File: src/rtl/encoder_pkg.sv
// ============================================================================
// encoder_pkg : shared types and the priority-search helper for prio_encoder_pipe
// Revision    : 1.0
// ============================================================================
`default_nettype none

package encoder_pkg;

  typedef enum logic {ENC_MSB_FIRST, ENC_LSB_FIRST} enc_mode_e;
  typedef enum logic {DIR_DOWN, DIR_UP} prio_dir_e;

  // Widest vector the search helper handles; IN_W must not exceed this.
  localparam int PRIO_MAX_W = 64;
  localparam int PRIO_IDX_W = 6;

  typedef struct packed {
    logic                  found;
    logic [PRIO_IDX_W-1:0] idx;
  } prio_res_t;

  // Walks from 'start' in direction 'dir', wrapping modulo (mask+1); first set bit wins.
  function automatic prio_res_t prio_find(input logic [PRIO_MAX_W-1:0] vec,
                                          input logic [PRIO_IDX_W-1:0] start,
                                          input prio_dir_e             dir,
                                          input logic [PRIO_IDX_W-1:0] mask);
    prio_res_t             res;
    logic [PRIO_IDX_W-1:0] pos;
    res = '0;
    for (int k = 0; k < PRIO_MAX_W; k++) begin
      if (dir == DIR_UP) pos = (start + PRIO_IDX_W'(k)) & mask;
      else               pos = (start - PRIO_IDX_W'(k)) & mask;
      if (!res.found && vec[pos]) begin
        res.found = 1'b1;
        res.idx   = pos;
      end
    end
    return res;
  endfunction

endpackage

`default_nettype wire

File: src/rtl/enc_out_fifo.sv
// ============================================================================
// enc_out_fifo : 2-entry synchronous FIFO with registered push_ready
// Revision     : 1.0
// ============================================================================
`default_nettype none

module enc_out_fifo #(
  parameter int W = 4
) (
  input  logic         clk,
  input  logic         reset,
  input  logic         push_valid,
  output logic         push_ready,
  input  logic [W-1:0] push_data,
  output logic         pop_valid,
  input  logic         pop_ready,
  output logic [W-1:0] pop_data
);

  logic [1:0]   count;
  logic [1:0]   count_nxt;
  logic [W-1:0] head_q;
  logic [W-1:0] tail_q;
  logic         ready_q;
  logic         do_push;
  logic         do_pop;

  assign do_push    = push_valid && ready_q;
  assign do_pop     = pop_valid && pop_ready;
  assign pop_valid  = (count != 2'd0);
  assign push_ready = ready_q;
  assign pop_data   = head_q;

  always_comb begin
    count_nxt = count;
    if (do_push && !do_pop)      count_nxt = count + 2'd1;
    else if (!do_push && do_pop) count_nxt = count - 2'd1;
  end

  // ready is registered from the next count so out_ready never reaches in_ready combinationally.
  always_ff @(posedge clk) begin
    if (!reset) begin
      count   <= 2'd0;
      ready_q <= 1'b0;
      head_q  <= '0;
      tail_q  <= '0;
    end else begin
      count   <= count_nxt;
      ready_q <= (count_nxt < 2'd2);
      if (do_pop)
        head_q <= do_push ? push_data : tail_q;
      else if (do_push && count == 2'd0)
        head_q <= push_data;
      if (do_push && !do_pop && count == 2'd1)
        tail_q <= push_data;
    end
  end

endmodule

`default_nettype wire

File: src/rtl/prio_encoder_pipe.sv
// ============================================================================
// prio_encoder_pipe : registered N-to-log2(N) priority encoder with 2-entry output buffer
// Optional macro PRIO_ENCODER_RR_EN selects round-robin priority instead of MODE.
// Revision          : 1.0
// ============================================================================
`default_nettype none

module prio_encoder_pipe
  import encoder_pkg::*;
#(
  parameter int        IN_W  = 4,
  parameter enc_mode_e MODE  = ENC_MSB_FIRST,
  localparam int       OUT_W = $clog2(IN_W)
) (
  input  logic             clk,
  input  logic             reset,
  input  logic             in_valid,
  output logic             in_ready,
  input  logic [IN_W-1:0]  data_in,
  output logic             out_valid,
  input  logic             out_ready,
  output logic [OUT_W-1:0] data_out,
  output logic             out_any,
  output logic             out_multi
);

  localparam logic [PRIO_IDX_W-1:0] IDX_MASK = PRIO_IDX_W'(IN_W - 1);
  localparam int                    ENTRY_W  = OUT_W + 2;

  logic [PRIO_MAX_W-1:0] vec_ext;
  logic [PRIO_IDX_W-1:0] search_start;
  prio_dir_e             search_dir;
  prio_res_t             winner;
  logic                  unused_win;
  logic [OUT_W-1:0]      enc_idx;
  logic                  enc_any;
  logic                  enc_multi;
  logic                  push;
  logic [ENTRY_W-1:0]    push_entry;
  logic [ENTRY_W-1:0]    head_entry;

  assign vec_ext = PRIO_MAX_W'(data_in);
  assign push    = in_valid && in_ready;

`ifdef PRIO_ENCODER_RR_EN
  logic [OUT_W-1:0] rr_ptr;

  assign search_start = PRIO_IDX_W'(rr_ptr);
  assign search_dir   = DIR_UP;

  // IN_W is a power of two, so the OUT_W-bit add wraps exactly at IN_W.
  always_ff @(posedge clk) begin
    if (!reset)
      rr_ptr <= '0;
    else if (push && enc_any)
      rr_ptr <= enc_idx + OUT_W'(1);
  end
`else
  assign search_start = (MODE == ENC_MSB_FIRST) ? IDX_MASK : '0;
  assign search_dir   = (MODE == ENC_MSB_FIRST) ? DIR_DOWN : DIR_UP;
`endif

  assign winner     = prio_find(vec_ext, search_start, search_dir, IDX_MASK);
  assign unused_win = ^winner.idx;
  assign enc_idx    = winner.idx[OUT_W-1:0];
  assign enc_any    = winner.found;
  // Clearing the lowest set bit leaves something only if two or more bits were set.
  assign enc_multi  = |(data_in & (data_in - IN_W'(1)));

  assign push_entry = {enc_idx, enc_any, enc_multi};

  enc_out_fifo #(
    .W (ENTRY_W)
  ) u_fifo (
    .clk        (clk),
    .reset      (reset),
    .push_valid (in_valid),
    .push_ready (in_ready),
    .push_data  (push_entry),
    .pop_valid  (out_valid),
    .pop_ready  (out_ready),
    .pop_data   (head_entry)
  );

  assign {data_out, out_any, out_multi} = head_entry;

endmodule

`default_nettype wire
File: config.mk
export PLATFORM = sky130hd
export DESIGN_NAME = prio_encoder_pipe
export DESIGN_NICKNAME = d
export VERILOG_FILES = /design/src/rtl/encoder_pkg.sv /design/src/rtl/enc_out_fifo.sv /design/src/rtl/prio_encoder_pipe.sv
export SDC_FILE = /design/constraint.sdc
export NUM_CORES = 1
export LEC_CHECK = 0
export BUFFER_PORTS_ARGS = -buffer_cell sky130_fd_sc_hd__buf_2
export CORE_MARGIN = 2
export CORE_UTILIZATION = 50
export DETAILED_ROUTE_END_ITERATION = 10
export PLACE_DENSITY_LB_ADDON = 0.3
export SETUP_SLACK_MARGIN = 0.5
export SKIP_CTS_REPAIR_TIMING = 1
export SLEW_MARGIN = 20
export SYNTH_ARGS = -nofsm -noshare
export SYNTH_HDL_FRONTEND = slang
export SYNTH_HIERARCHICAL = 1
export SYNTH_SLANG_ARGS = --single-unit
File: constraint.sdc
create_clock -name clk -period 5.86 [get_ports clk]
set_clock_uncertainty 0.15 [all_clocks]
set_input_delay 0.879 -clock clk [delete_from_list [all_inputs] [get_ports clk]]
set_output_delay 0.879 -clock clk [all_outputs]
set_load 0.02 [all_outputs]
==> impl_metrics.py <==
metrics = {
    "run_status": {
        "status": "completed",
    },
    "finish": {
        "finalNetCount": 102,
        "drive_gt1_share_pct": 25.0,
        "n_antenna_cell": 0,
        "syn_to_final_growth_pct": 14.1,
    },
    "placement": {
        "dp_hpwl_um": 913,
        "place_congestion": 0.747,
        "io_buffers": 13,
        "dp_slack_ns": 3.48,
    },
    "global_routing": {
        "grt_overflow": 0,
        "grt_first_pass_wirelength_um": 1880,
        "grt_max_degree": 12,
        "grtUsageTotal_pct": 18.7,
        "grt_pass1_vias": 434,
        "antenna_found_initial": 0,
    },
    "critical_path": {
        "crit_end": "out_valid",
        "crit_path_frequent_cell": "inv_1",
        "critPathTopFamily": "flip-flops",
        "crit_type": "register to primary output",
        "reg2reg_depth": 7,
        "cp_cell_sequence": "inv_1 > ha_1 > inv_1 > buf_2",
        "crit_buf_inv": 3,
        "arrival_ns": 1.26,
        "critPathLaunch": "u_fifo/count[0]",
        "critPathLaunchType": "register",
        "r2r_start": "u_fifo/count[0]",
        "path_depth": 4,
        "worst_path_largest_cell_delay_ns": 0.37,
        "crit_path_top_delay_cell": "dfxtp_1",
        "path_max_fanout": 4,
        "cp-end-kind": "primary output",
        "cp.required_ns": 4.83,
        "rrSetupSlack_ns": 3.77,
    },
    "job": {
        "maxCapViolCount": 0,
    },
    "sta": {
        "rsz0062_at_grt": "no",
        "maxSlewHeadroom_pct": 71.7,
        "setup_ws_ns": 3.57,
        "period_minus_slack_ns": 2.29,
        "drv_slew": 0,
        "hold_viol": 0,
        "fmax_ghz": 0.436,
        "setup_viol": 0,
        "worstMarginPinSlew_ns": 0.423,
        "post-route-period-util_pct": 39.1,
        "tns_ns": 0,
    },
    "power": {
        "p_per_area_mw_per_mm2": 365,
        "finalPower_mw": 0.270,
        "peakVddDrop_mv": 0.162,
        "p_leak_nw": 0.328,
    },
    "drt": {
        "dr.pass1.iters": 5,
        "wl_um": 1220,
        "wl_per_cell_um": 12.0,
        "ant_nets": 0,
        "drt_iter0_drc": 15,
        "num_vias": 580,
        "drc": 0,
        "viasPerCell": 5.69,
    },
    "floorplan": {
        "die_h_um": 40.0,
        "fp.coreArea_mm2": 0.00116,
        "die_area_mm2": 0.00160,
        "num_rows": 12,
        "pin_count": 14,
        "die-width_um": 40.0,
        "initial_core_util_pct": 56.2,
    },
    "clock_network": {
        "numClockSinks": 11,
        "cts_tree": "built",
        "clk_pin_slew_ns": 0.07,
        "htreeDepth": 1,
        "root_buffer": "clkbuf_4",
        "worst_skew_pair.late_latency_ns": 0.27,
        "clockBufferDepth": 2,
        "cts_made_buffers": 3,
    },
    "synth": {
        "synth_edf_count": 0,
        "synth_flop_cell": "dfxtp_1",
        "yosysUniqueCellTypes": 29,
        "yosysTopAreaCell": "dfxtp_1",
        "synth_top_area_share_pct": 33.9,
        "async_flop_share_pct": 0,
        "syn_avg_cell_area_um2": 8.90,
        "synthesis.instances": 73,
        "ys_seq_area_share_pct": 33.9,
        "ys_warn_count": 6,
        "syn-cell-area_um2": 649,
        "synthTopCellsByArea": "dfxtp_1 (34%), ha_1 (9.6%), a21boi_0 (5.8%)",
        "synth-seq-cells": 11,
        "syn_nets": 86,
    },
    "min_path": {
        "holdPathStages": 2,
        "hold_path_class": "register to register",
    },
}
[registers in the layout, summed over array words and instances (netlist names), named ones only]
name / count
u_fifo/count: 1
u_fifo/pop_data: 4
u_fifo/push_ready: 1
u_fifo/tail_q: 4
[layout make-up]
type,count,area (µm²)
sequential,11,220
clock buffer,3,22.5
fill,100,415
timing repair buffer,13,65.1
multi-input combinational,54,380
clock inverter,1,5.00
tap,14,17.5
inverter,6,30.0
[how the worst min path moves through the flow]
stage,from,to,slack [ns]
after floorplan,u_fifo/tail_q[1],u_fifo/tail_q[1],0.29
after global placement,u_fifo/tail_q[1],u_fifo/tail_q[1],0.31
after detailed placement,u_fifo/tail_q[3],u_fifo/tail_q[3],0.31
after CTS,u_fifo/tail_q[1],u_fifo/tail_q[1],0.32
after global routing,u_fifo/tail_q[3],u_fifo/tail_q[3],0.35
final,u_fifo/tail_q[1],u_fifo/tail_q[1],0.31
[power by group]
group / internal (mW) / total [mW] / leakage (nW) / switching [mW]
combinational: 0.0468 / 0.121 / 0.220 / 0.0739
sequential: 0.0900 / 0.0979 / 0.0900 / 0.00785
clock: 0.0253 / 0.0514 / 0.0177 / 0.0262
total: 0.162 / 0.270 / 0.328 / 0.108
[logic make-up (layout without fill, tap and decap cells)]
kind of cell / count (synthesis) / after routing / synth area share [%]
simple gates: 27 / 27 / 21.6
compound gates: 22 / 22 / 27.4
flops: 11 / 11 / 33.9
buf+inv: 8 / 23 / 7.51
fa+ha+maj: 5 / 5 / 9.63
[Yosys cell counts, types with 2 or more instances]
| cell type | number |
|---|---|
| a211oi_1 | 2 |
| a21boi_0 | 5 |
| a31oi_1 | 2 |
| and3_1 | 2 |
| dfxtp_1 | 11 |
| ha_1 | 5 |
| inv_1 | 5 |
| nand2_1 | 8 |
| nand3_1 | 6 |
| nor2_1 | 3 |
| o21ai_0 | 3 |
| o221a_1 | 2 |
| o31a_1 | 2 |
| o31ai_1 | 2 |
[per-stage QoR]
| stage | instances | utilization, % | hold slack (ns) | instance area (µm²) |
|---|---|---|---|---|
| floorplan | 73 | - | 0.293 | 649 |
| global placement | 98 | 61.7 | 0.306 | 713 |
| detailed placement | 98 | 61.7 | 0.307 | 713 |
| CTS | 102 | 64.1 | 0.318 | 741 |
| global route | 102 | 64.1 | 0.346 | 741 |
| finish | 102 | 64.1 | 0.313 | 741 |
[worst min-delay path: cells and delay by family (launching register included)]
family	cells	cell delay, ns
flops	1	0.31
simple gates	1	0.04
compound gates	1	0.06
[placed cells by master (no fill, tap or decap)]
cell | Yosys | final
nor2_1 | 3 | 3
or4_1 | 1 | 1
a31oi_1 | 2 | 2
a21boi_0 | 5 | 5
dfxtp_1 | 11 | 11
nor3_1 | 1 | 1
o221a_1 | 2 | 2
o31a_2 | 1 | 1
clkinv_2 | 0 | 1
nand2_2 | 1 | 1
clkbuf_4 | 0 | 3
o31a_1 | 2 | 2
and3_1 | 2 | 2
a211o_1 | 1 | 1
and3b_1 | 1 | 1
o31ai_1 | 2 | 2
o21ai_0 | 3 | 3
ha_1 | 5 | 5
inv_8 | 1 | 1
inv_1 | 5 | 5
a21o_1 | 1 | 1
nand3_1 | 6 | 6
a211oi_1 | 2 | 2
nor2b_2 | 1 | 1
nor2b_1 | 1 | 1
nor3b_1 | 1 | 1
nand2_1 | 8 | 8
or2_1 | 1 | 1
o21ai_4 | 1 | 1
buf_2 | 0 | 13
[metal layers]
metal | wire (µm) | track usage (%)
met4 | 34 | 10.3
met3 | 100 | 7.22
met5 | 0 | 0
met2 | 538 | 27.4
met1 | 545 | 23.2
(Power assumes the default switching activity.)
